===== config.mk =====
export PLATFORM = sky130hd
export DESIGN_NAME = usb_line_encoder
export DESIGN_NICKNAME = d
export VERILOG_FILES = /design/src/rtl/usb_line_encoder.sv
export SDC_FILE = /design/constraint.sdc
export NUM_CORES = 1
export LEC_CHECK = 0
export ABC_CLOCK_PERIOD_IN_PS = 4960
export CAP_MARGIN = 40
export CORE_ASPECT_RATIO = 0.7
export CORE_MARGIN = 5
export CORE_UTILIZATION = 60
export CTS_CLUSTER_DIAMETER = 200
export DETAILED_ROUTE_END_ITERATION = 12
export DONT_BUFFER_PORTS = 1
export PLACE_DENSITY = 0.76
export SKIP_LAST_GASP = 1
export SYNTH_ARGS = -nofsm -noshare
export SYNTH_HDL_FRONTEND = slang
export SYNTH_SLANG_ARGS = --single-unit

===== constraint.sdc =====
create_clock -name clk -period 4.96 [get_ports clk]
set_input_delay 0.496 -clock clk [delete_from_list [all_inputs] [get_ports clk]]
set_output_delay 0.496 -clock clk [all_outputs]
set_load 0.03 [all_outputs]

===== src/rtl/usb_line_encoder.sv =====
// -----------------------------------------------------------------------------
// usb_line_encoder
//
// USB transmit line encoder. Takes a serial payload bit stream (LSB first)
// over a valid/ready handshake and drives registered D+/D- with NRZI coding,
// automatic bit stuffing, an internal bit-period timer and a self-timed EOP.
//
// Line model: every state decides one line symbol at its bit strobe, and that
// symbol is registered on the edge ending the strobe cycle. It is then held
// for exactly CLKS_PER_BIT cycles.
//   - The last data bit, or the stuffed bit after it, is followed by
//     EOP_SE0_BITS symbols of SE0.
//   - A J symbol follows the SE0. The encoder stays busy until that J has
//     lasted a full bit time.
//   - On a payload underrun, the strobe that finds no data already drives the
//     first SE0 symbol. In that case EOP_SE0 starts with one SE0 bit done.
//
// Optional feature (macro USB_ENC_SYNC_GEN_EN):
//   - Defined: a SYNC pattern (KJKJKJKK) is generated before the payload.
//   - Undefined: the upstream block supplies SYNC as payload.
//
// Parameters:
//   CLKS_PER_BIT  system clocks per USB bit time (>= 1)
//   STUFF_LIMIT   consecutive ones after which a stuffed 0 is inserted
//   EOP_SE0_BITS  SE0 length of EOP in bit times (>= 1)
//   LOW_SPEED     0: J = (D+=1, D-=0); 1: J = (D+=0, D-=1)
//
// Ports:
//   clk          system clock
//   rst          synchronous active-high reset
//   tx_bit       payload bit
//   tx_valid     tx_bit valid; in IDLE starts a packet
//   tx_last      marks tx_bit as the final payload bit
//   tx_ready     combinational, bit consumed this cycle
//   tx_underrun  one-cycle pulse, payload starved mid-packet
//   busy         high whenever the encoder is not idle
//   dplus_out    registered D+
//   dminus_out   registered D-
// -----------------------------------------------------------------------------
module usb_line_encoder #(
    parameter int CLKS_PER_BIT = 8,
    parameter int STUFF_LIMIT  = 6,
    parameter int EOP_SE0_BITS = 2,
    parameter bit LOW_SPEED    = 1'b0
) (
    input  logic clk,
    input  logic rst,
    input  logic tx_bit,
    input  logic tx_valid,
    input  logic tx_last,
    output logic tx_ready,
    output logic tx_underrun,
    output logic busy,
    output logic dplus_out,
    output logic dminus_out
);

    localparam int CNT_W  = (CLKS_PER_BIT > 1) ? $clog2(CLKS_PER_BIT) : 1;
    localparam int ONES_W = $clog2(STUFF_LIMIT + 1);
    localparam int AUX_W  = ($clog2(EOP_SE0_BITS + 1) > 3) ? $clog2(EOP_SE0_BITS + 1) : 3;

    localparam logic [CNT_W-1:0]  CNT_MAX  = CNT_W'(CLKS_PER_BIT - 1);
    localparam logic [ONES_W-1:0] ONES_LIM = ONES_W'(STUFF_LIMIT);
    localparam logic [AUX_W-1:0]  SE0_LAST = AUX_W'(EOP_SE0_BITS - 1);

    localparam logic [2:0] ST_IDLE    = 3'd0;
    localparam logic [2:0] ST_DATA    = 3'd2;
    localparam logic [2:0] ST_STUFF   = 3'd3;
    localparam logic [2:0] ST_EOP_SE0 = 3'd4;
    localparam logic [2:0] ST_EOP_J   = 3'd5;
`ifdef USB_ENC_SYNC_GEN_EN
    localparam logic [2:0]       ST_SYNC   = 3'd1;
    localparam logic [AUX_W-1:0] SYNC_LAST = AUX_W'(7);
`endif

    // Line pair {D+, D-} for a differential level (1 = J, 0 = K).
    function automatic logic [1:0] nrzi_sym(input logic level);
        logic dp;
        dp = level ^ LOW_SPEED;
        return {dp, ~dp};
    endfunction

    logic [2:0]        state_q, state_d;
    logic [CNT_W-1:0]  cnt_q, cnt_d;
    logic [ONES_W-1:0] ones_q, ones_d;
    logic [AUX_W-1:0]  aux_q, aux_d;     // SYNC bit index / SE0 count / J phase
    logic              level_q, level_d; // NRZI level, 1 = J
    logic [1:0]        line_q, line_d;   // registered {D+, D-}
    logic              strobe_s;
    logic              ready_s;
    logic              underrun_s;
    logic              bit_level_s;
    logic [ONES_W-1:0] bit_ones_s;

    assign strobe_s = (state_q != ST_IDLE) && (cnt_q == CNT_MAX);

    // Effect of consuming tx_bit: a 0 toggles the level and clears the run of ones.
    assign bit_level_s = tx_bit ? level_q : ~level_q;
    assign bit_ones_s  = tx_bit ? (ones_q + ONES_W'(1)) : {ONES_W{1'b0}};

    // Next-state, line symbol and handshake decode.
    always_comb begin
        state_d    = state_q;
        ones_d     = ones_q;
        aux_d      = aux_q;
        level_d    = level_q;
        line_d     = line_q;
        ready_s    = 1'b0;
        underrun_s = 1'b0;

        if (state_q == ST_IDLE) begin
            cnt_d = {CNT_W{1'b0}};
        end else if (strobe_s) begin
            cnt_d = {CNT_W{1'b0}};
        end else begin
            cnt_d = cnt_q + CNT_W'(1);
        end

        case (state_q)
            ST_IDLE: begin
                ones_d  = {ONES_W{1'b0}};
                aux_d   = {AUX_W{1'b0}};
                level_d = 1'b1;
                line_d  = nrzi_sym(1'b1);
                if (tx_valid) begin
`ifdef USB_ENC_SYNC_GEN_EN
                    state_d = ST_SYNC;
`else
                    state_d = ST_DATA;
`endif
                end else begin
                    state_d = ST_IDLE;
                end
            end
`ifdef USB_ENC_SYNC_GEN_EN
            // Seven zeros (toggles) then a one (hold); the closing one seeds the run.
            ST_SYNC: begin
                if (strobe_s) begin
                    if (aux_q == SYNC_LAST) begin
                        ones_d  = ONES_W'(1);
                        aux_d   = {AUX_W{1'b0}};
                        state_d = ST_DATA;
                    end else begin
                        level_d = ~level_q;
                        aux_d   = aux_q + AUX_W'(1);
                    end
                    line_d = nrzi_sym(aux_q == SYNC_LAST ? level_q : ~level_q);
                end else begin
                    state_d = ST_SYNC;
                end
            end
`endif
            ST_DATA: begin
                if (!strobe_s) begin
                    state_d = ST_DATA;
                end else if (ones_q == ONES_LIM) begin
                    // Stuffed zero takes priority; the pending bit waits.
                    level_d = ~level_q;
                    ones_d  = {ONES_W{1'b0}};
                    line_d  = nrzi_sym(~level_q);
                end else if (tx_valid) begin
                    ready_s = 1'b1;
                    level_d = bit_level_s;
                    ones_d  = bit_ones_s;
                    line_d  = nrzi_sym(bit_level_s);
                    if (!tx_last) begin
                        state_d = ST_DATA;
                    end else if (bit_ones_s == ONES_LIM) begin
                        state_d = ST_STUFF;
                    end else begin
                        state_d = ST_EOP_SE0;
                        aux_d   = {AUX_W{1'b0}};
                    end
                end else begin
                    // Starved: this strobe already drives the first SE0 bit.
                    underrun_s = 1'b1;
                    line_d     = 2'b00;
                    if (EOP_SE0_BITS == 1) begin
                        state_d = ST_EOP_J;
                        aux_d   = {AUX_W{1'b0}};
                    end else begin
                        state_d = ST_EOP_SE0;
                        aux_d   = AUX_W'(1);
                    end
                end
            end
            ST_STUFF: begin
                if (strobe_s) begin
                    level_d = ~level_q;
                    ones_d  = {ONES_W{1'b0}};
                    line_d  = nrzi_sym(~level_q);
                    aux_d   = {AUX_W{1'b0}};
                    state_d = ST_EOP_SE0;
                end else begin
                    state_d = ST_STUFF;
                end
            end
            ST_EOP_SE0: begin
                if (strobe_s) begin
                    line_d = 2'b00;
                    if (aux_q == SE0_LAST) begin
                        aux_d   = {AUX_W{1'b0}};
                        state_d = ST_EOP_J;
                    end else begin
                        aux_d = aux_q + AUX_W'(1);
                    end
                end else begin
                    state_d = ST_EOP_SE0;
                end
            end
            // First strobe drives J; the second ends that J bit time.
            ST_EOP_J: begin
                if (!strobe_s) begin
                    state_d = ST_EOP_J;
                end else if (aux_q == {AUX_W{1'b0}}) begin
                    level_d = 1'b1;
                    line_d  = nrzi_sym(1'b1);
                    aux_d   = AUX_W'(1);
                end else begin
                    aux_d   = {AUX_W{1'b0}};
                    ones_d  = {ONES_W{1'b0}};
                    state_d = ST_IDLE;
                end
            end
            default: begin
                state_d = ST_IDLE;
                ones_d  = {ONES_W{1'b0}};
                aux_d   = {AUX_W{1'b0}};
                level_d = 1'b1;
                line_d  = nrzi_sym(1'b1);
            end
        endcase
    end

    // State, timer and line registers with synchronous reset to idle J.
    always_ff @(posedge clk) begin
        if (rst) begin
            state_q <= ST_IDLE;
            cnt_q   <= {CNT_W{1'b0}};
            ones_q  <= {ONES_W{1'b0}};
            aux_q   <= {AUX_W{1'b0}};
            level_q <= 1'b1;
            line_q  <= nrzi_sym(1'b1);
        end else begin
            state_q <= state_d;
            cnt_q   <= cnt_d;
            ones_q  <= ones_d;
            aux_q   <= aux_d;
            level_q <= level_d;
            line_q  <= line_d;
        end
    end

    // A reset cycle must not report a consumed bit or an underrun.
    assign tx_ready    = ready_s & ~rst;
    assign tx_underrun = underrun_s & ~rst;
    assign busy        = (state_q != ST_IDLE);
    assign dplus_out   = line_q[1];
    assign dminus_out  = line_q[0];

endmodule


### After elaboration in Yosys (flattened, before gate mapping)

Cells that the tools add are included.

| cells by class | value |
|---|---|
| add/sub/neg operators | 3 |
| eq/ne operators | 21 |
| muxes and demuxes | 53 |
| bitwise gates (word level) | 6 |
| reductions and logical operators | 10 |

Operators by type and width:

| cell | count |
|---|---|
| two-way mux 3 bit | 24 |
| one-hot mux 3 bit (4 select lines) | 2 |
| inequality test 3 bit, second input constant | 6 |
| two-way mux 1 bit | 16 |
| two-way mux 2 bit | 8 |
| == test 3 bit, second input constant | 5 |
| one-hot mux 3 bit (5 select lines) | 1 |
| inequality test 2 bit, second input constant | 7 |
| AND reduction 6 bit | 2 |
| adder 3 x 1 -> 3 bit, second input constant | 3 |
| one-hot mux 2 bit (4 select lines) | 1 |
| AND reduction 7 bit | 1 |
| == test 3 x 2 -> 1 bit, second input constant | 2 |
| zero test 3 bit | 2 |
| AND reduction 5 bit | 1 |
| inverter 1 bit | 4 |
| one-hot mux 1 bit (4 select lines) | 1 |
| == test 3 x 1 -> 1 bit, second input constant | 1 |
| AND reduction 3 bit | 1 |
| nonzero test 3 bit | 1 |
| OR reduction 3 bit | 1 |
| AND 1 bit | 2 |
| logical AND 1 bit | 1 |

| word-level totals | value |
|---|---|
| bits in registers | 15 |
| bits of input ports | 5 |
| output and inout bits | 5 |
| logic and storage cells | 99 |

### Depth between registers and ports, before layout

Gate-level depths: netlist (run 1).

| depth | value |
|---|---|
| word-level depth | 9 |
| mapped depth | 7 |
| depth with buffers taken out | 6 |

### Worst setup path before layout (run 1)

Ideal clock, no wire load.

| timing | value |
|---|---|
| path type | flip-flop to output port |
| start point | register cnt_q[0] |
| end point | output port tx_ready |
| arrival time | 1.230 ns |
| data required time | 4.464 ns |
| setup slack | 3.234 ns |
| stages on the path, launching flop included | 6 |
| path buffers | 0 |
| path through | dfxtp_1 -> ha_1 -> ha_1 -> inv_2 -> nor2_1 -> and4_1 |

| on the way | value |
|---|---|
| longest elaborated chain between the ends | 5 |

Ends and longest elaborated chain:

| element | RTL line | RTL |
|---|---|---|
| start, declared | 84 | `logic [CNT_W-1:0] cnt_q, cnt_d;` |
| start signal, assigned | 239 | `cnt_q <= {CNT_W{1'b0}};` |
| start signal, assigned | 246 | `cnt_q <= cnt_d;` |
| == test 3 bit | 95 | `assign strobe_s = (state_q != ST_IDLE) && (cnt_q == CNT_MAX);` |
| logical AND 1 bit | 95 |  |
| two-way mux 1 bit | 154 | `if (!strobe_s) begin` |
| two-way mux 1 bit | 119 | `case (state_q)` |
| AND 1 bit | 255 | `assign tx_ready = ready_s & ~rst;` |
| end, declared | 51 | `output logic tx_ready,` |

Every way passes these cells.

### Worst setup path after layout (run 1)

| timing | value |
|---|---|
| start point | register cnt_q[0] |
| end point | output port tx_underrun |

| on the way | value |
|---|---|
| longest elaborated chain between the ends | 5 |

Ends and longest elaborated chain:

| element | RTL line | RTL |
|---|---|---|
| == test 3 bit | 95 |  |
| logical AND 1 bit | 95 |  |
| two-way mux 1 bit | 154 |  |
| two-way mux 1 bit | 119 |  |
| AND 1 bit | 256 | `assign tx_underrun = underrun_s & ~rst;` |
| end, declared | 52 | `output logic tx_underrun,` |

Every way passes these cells.

==> results of run 1 <==
==> worst max-delay path by stage <==
stage                   to  slack, ns  cells after the start
5_1_grt        tx_underrun       2.31                      5
2_1_floorplan     tx_ready       3.23                      5
3_3_place_gp      tx_ready       2.91                      5
3_5_place_dp   tx_underrun       2.83                      5
6_report       tx_underrun       2.50                      5
4_1_cts        tx_underrun       2.50                      5
==> sequential cells by signal, summed over array words and instances (netlist names) <==
register / flops
level_q: 1
cnt_q: 3
state_q: 3
aux_q: 3
ones_q: 3
line_q: 2
==> per-layer routing <==
layer	track usage, %	wire, um
met2	32.1	1240
met5	0	0
met3	5.87	208
met1	23.0	1140
met4	1.66	0
==> final cells by class <==
cell class                      count  area (um2)
Clock buffer                        3        22.5
Clock inverter                      1        5.00
Fill cell                         165         699
Inverter                            8        30.0
Multi-Input combinational cell    107         802
Sequential cell                    15         300
Tap cell                           22        27.5
==> critical path: stages, from the launching register on <==
cell and delay (ns):
dfxtp_1 0.35, ha_1 0.15, ha_1 0.43, inv_2 0.14
nor2_1 0.19, and4_1 0.42
==> report_power, final <==
| part | leakage (nW) | switching, mW | internal [mW] | total (mW) |
|---|---|---|---|---|
| Clock | 0.0177 | 0.0416 | 0.0300 | 0.0716 |
| Combinational | 0.304 | 0.0476 | 0.0410 | 0.0886 |
| Sequential | 0.122 | 0.0205 | 0.129 | 0.150 |
| Total | 0.444 | 0.110 | 0.200 | 0.310 |
==> synthesized netlist by cell type, types with 2 or more instances <==
| master | n |
|---|---|
| dfxtp_1 | 15 |
| nand2_1 | 6 |
| and4_1 | 2 |
| ha_1 | 6 |
| a22oi_1 | 2 |
| o21a_1 | 2 |
| buf_6 | 4 |
| nor3b_2 | 2 |
| a311oi_1 | 3 |
| o21ai_0 | 3 |
| nand2b_1 | 5 |
| mux2i_1 | 3 |
| o41ai_1 | 2 |
| buf_4 | 4 |
| o211ai_1 | 5 |
| a21oi_1 | 3 |
| nor2_1 | 12 |
| inv_1 | 7 |
| nor3_1 | 6 |
| nor2b_1 | 3 |
| and2_1 | 3 |
| nand3_1 | 3 |
| nor4_1 | 2 |
| o21ai_1 | 3 |
==> through the flow <==
stage,util (%),hold WS [ns],power (mW)
after floorplan,-,0.407,0.227
after global placement,61.5,0.412,0.237
after detailed placement,61.5,0.421,0.239
after CTS,62.9,0.254,0.312
after global routing,62.9,0.229,0.332
final,62.9,0.261,0.310
==> kinds of logic (layout without fill, tap and decap cells) <==
group,Yosys count,count (layout)
DFF,15,15
AOI/OAI and AO/OA,42,42
buffers and inverters,18,12
adders and majority gates,6,6
and+or+nand+nor,53,53
xor gates and xnor gates,3,3
muxes,3,3
==> metrics, run 1 <==
reg2reg start cnt_q[0]; Synth Area per Inst 8.69 um2; Arrival @ worst endpoint a little under 2 ns; achievable frequency 0.406 GHz; Worst-Skew Late Latency slightly below 0.3 ns; Synth area leaders dfxtp_1 25%, ha_1 6.2%, buf_6 3.7%; worst-margin pin slew 0.690 ns; vias in the first global route around 940; Crit. Startpoint cnt_q[0]; Top Ports 10; mux contribution to synthesized area 2.47%; Die Span Y 47.7 um; Synth Area in Adders 6.17%; Seq cells post-synth 15; yosys warns 0; die area 0.00304 mm2; commonest non-fill, non-tap cells in the layout 15 x dfxtp_1, 12 x nor2_1, 7 x inv_1; Final nets 146; Clock transition at path regs 0.10 ns; area share of the largest cell type after synthesis 24.7%; Avg WL per Cell roughly 17 um; number of inserted diodes 0; largest net degree at the start of global routing 18; Synth Flop Type dfxtp_1; Max IR drop VDD 0.178 mV; via/cell ratio 6.80; Min-Delay Path Class input port to flop; post-synth net total 151; gpl congestion between 0.8 and 0.9; status finished clean; final setup vio count 0; total track usage 18.1%; Routed WL 2590 um; root buf cell clkbuf_4; layout cells sized above 1 13.4%; Pins Over Slew Limit 0; Reg2Reg Depth 6; max_cap viols 0; sequential fraction of the synthesis area 24.7%; detailed-route DRC error count 0; initial antenna violation count 0; pwr dens 261 mW/mm2; Hold Path Cell Cnt 1; DP Wirelength 1980 um; post-route setup slack 2.50 ns; Setup Skew 0.00520 ns; global-route wire length before repair 4320 um; ANT nets after route 0; Initial Util 64.5%; Initial DRT Pass Iterations 4; CTS resizes 0; Hold Buf Count CTS 0; ys async rst share 0%; number of placed instances, taps included 152; R2R setup slack 2.84 ns; DR iter-0 viols 50; worst path required time between 4 and 5 ns; commonest non-fill, non-tap cell in the layout dfxtp_1; Post-Layout Cell Count 156; TritonCTS clock tree built; Die X about 64 um; relative slew slack a little over half; main combinational cell family by area after synthesis compound AO/OA/AOI/OAI gates; period utilisation layout approximately 50%; P_leak 0.444 nW; Row Count 13; Via Count 1061; Area after DPL 0.00116 mm2; TNS Setup 0 ns; startpoint types flop; Hold Path Sink ones_q[0]; Post-CTS Setup Inserts 0; CP endpoint kind primary output; Yosys cell types 58; IO buf count 0; hold_sp rst; CTS buffer count 3; critical path type flop to primary output; Post-Syn Area 0.00122 mm2; H-tree depth 1; Synth Instances 140; compound-cell area share of the yosys netlist between 20 and 30%; CTS Sinks 15; R2R Path End level_q; Final Cell Area 0.00119 mm2; Final Hold Fails 0; DP Worst Slack 2.83 ns; Simple-Gate Fraction of Synth Area 25.6%; Tmin final 2.46 ns; CTS max path bufs 2; Synth-to-Final Area Change -2.37%; Synth area leader dfxtp_1; number of synthesized flops with an enable pin 0; grt ovf 0; RSZ-0062 raised after global routing false; CORE AREA 0.00189 mm2; CP max FO 13; XOR/XNOR Fraction of Synth Area 2.78%
No activity file was read; power rests on OpenSTA's default activity.
==> run 2, diff against run 1 <==
ABC_CLOCK_PERIOD_IN_PS = 2400   (was 4960)
clock period = 2.4 ns   (was 4.96 ns; I/O delays follow)
==> metrics, run 2 (synthesized netlist as in run 1, its figures left out) <==
status finished clean; DP Wirelength 2040 um (+2.8%); CTS Sinks 15 (unchanged); initial antenna violation count 0 (unchanged); CTS resizes 0 (unchanged); Final nets 150 (+2.7%); number of inserted diodes 0 (unchanged); commonest non-fill, non-tap cell in the layout dfxtp_1; Row Count 13 (unchanged); Avg WL per Cell 17.2 um (+3.7%); Max IR drop VDD 0.408 mV (+130%); total track usage 20.2% (+2.1 points); Top Ports 10 (unchanged); Pins Over Slew Limit 0 (unchanged); worst-margin pin slew 0.615 ns (-0.0745 ns); FF+latch area 300 um2 (unchanged); CTS buffer count 3 (unchanged); achievable frequency 0.448 GHz; largest net degree at the start of global routing 18 (unchanged); Initial DRT Pass Iterations 4 (unchanged); Reg2Reg Depth 6 (unchanged); Worst-Skew Late Latency 0.29 ns (about the same); R2R Path End ones_q[2]; Initial Util 64.5% (unchanged); Final Hold Fails 0 (unchanged); startpoint types flop; R2R setup slack 0.39 ns (-2.45 ns); RSZ-0062 raised after global routing false; Die Span Y 47.7 um (unchanged); Hold Path Sink ones_q[1]; IO buf count 0 (unchanged); Min-Delay Path Class input port to flop; hold_sp rst; Crit. Startpoint cnt_q[0]; Arrival @ worst endpoint 1.99 ns (+0.02 ns); Routed WL 2750 um (+6.4%); multi-input logic area 802 um2 (unchanged); via/cell ratio 6.64 (-2.3%); TNS Setup 0 ns (unchanged); vias in the first global route 958 (+2.5%); Clock transition at path regs 0.08 ns (-0.02 ns); detailed-route DRC error count 0 (unchanged); Via Count 1063 (+0.19%); Fillers 166 (+0.61%); ANT nets after route 0 (unchanged); Synth-to-Final Area Change 0.411%; CP endpoint kind primary output; worst path required time 2.16 ns (-2.30 ns); gpl congestion 0.895 (+1.4%); H-tree depth 1 (unchanged); period utilisation layout 93.1%; relative slew slack 58.9% (+5.0 points); max_cap viols 0 (unchanged); Post-CTS Setup Inserts 0 (unchanged); grt ovf 0 (unchanged); Die X 63.8 um (unchanged); Tmin final around 2.2 ns; DR iter-0 viols 75 (+50%); layout cells sized above 1 13.8% (+0.34 points); TritonCTS clock tree built; final setup vio count 0 (unchanged); P_leak 0.460 nW (+3.6%); pwr dens 531 mW/mm2 (+100%); CORE AREA 0.00189 mm2 (unchanged); die area 0.00304 mm2 (unchanged); reg2reg start cnt_q[0]; critical path type flop to primary output; commonest non-fill, non-tap cells in the layout 15 x dfxtp_1, 12 x nor2_1, 7 x inv_1; global-route wire length before repair 4710 um (+8.9%); total power 649 uW (+110%); Setup Skew 0.0141 ns (+0.00894 ns); CP max FO 13 (unchanged); CTS max path bufs 2 (unchanged); root buf cell clkbuf_4; Hold Path Cell Cnt 1 (unchanged)
run 2: cell count changes in the layout (fill, tap and decap cells not counted):
cell / before / now
clkinv_2: 1 / 0
dlygate4sd3_1: 0 / 2
buf_4: 0 / 2
clkbuf_1: 0 / 1
run 2: where the power goes:
group	internal [mW]	leakage, nW	switching (mW)
combinational	0.0917	0.323	0.110
clock	0.0646	0.0150	0.0808
sequential	0.267	0.122	0.0348
run 2: worst max-delay path by stage:
stage,endpoint,depth (start not counted)
3_5_place_dp,ones_q[2],6
2_1_floorplan,level_q,7
5_1_grt,tx_underrun,5
6_report,tx_underrun,5
4_1_cts,tx_underrun,5
3_3_place_gp,ones_q[2],6
run 2: what timing repair did:
| item | in CTS | in global routing |
|---|---|---|
| setup endpoints to repair | 0 | 0 |
| hold buffers | 1 | 1 |
| endpoints found under the hold margin | 2 | 1 |
run 2: per-layer routing:
metal	GRT usage, %	part of all wire, %	wire, um	up-vias
met5	0	0	0	-
met2	31.3	40	1110	45
met3	5.40	8.7	239	4
li1	-	-	-	524
met4	3.73	0.54	15	0
met1	28.8	51	1390	490
run 2: cell type report:
type,instances,area share [%]
Multi-Input combinational cell,107,65.7
Sequential cell,15,24.6
Timing Repair Buffer,4,2.87
Inverter,8,2.46
Tap cell,22,2.25
Clock buffer,4,2.15
run 2: per-stage QoR:
stage                     worst slack, ns  hold WS, ns  area, um2  util, %  std cells
after floorplan                     0.755        0.407       1220        -        140
after global placement              0.498        0.316       1170     62.3        154
after detailed placement            0.418        0.318       1170     62.3        154
after CTS                           0.183      0.00209       1210     64.2        159
after global routing               0.0151      0.00670       1220     64.7        160
final                               0.166       0.0262       1220     64.7        160
run 2: worst max-delay path: stages (launching register included):
cell	delay [ns]
dfxtp_1	0.34
ha_1	0.15
ha_1	0.42
inv_2	0.14
nor2_1	0.23
and4_1	0.42
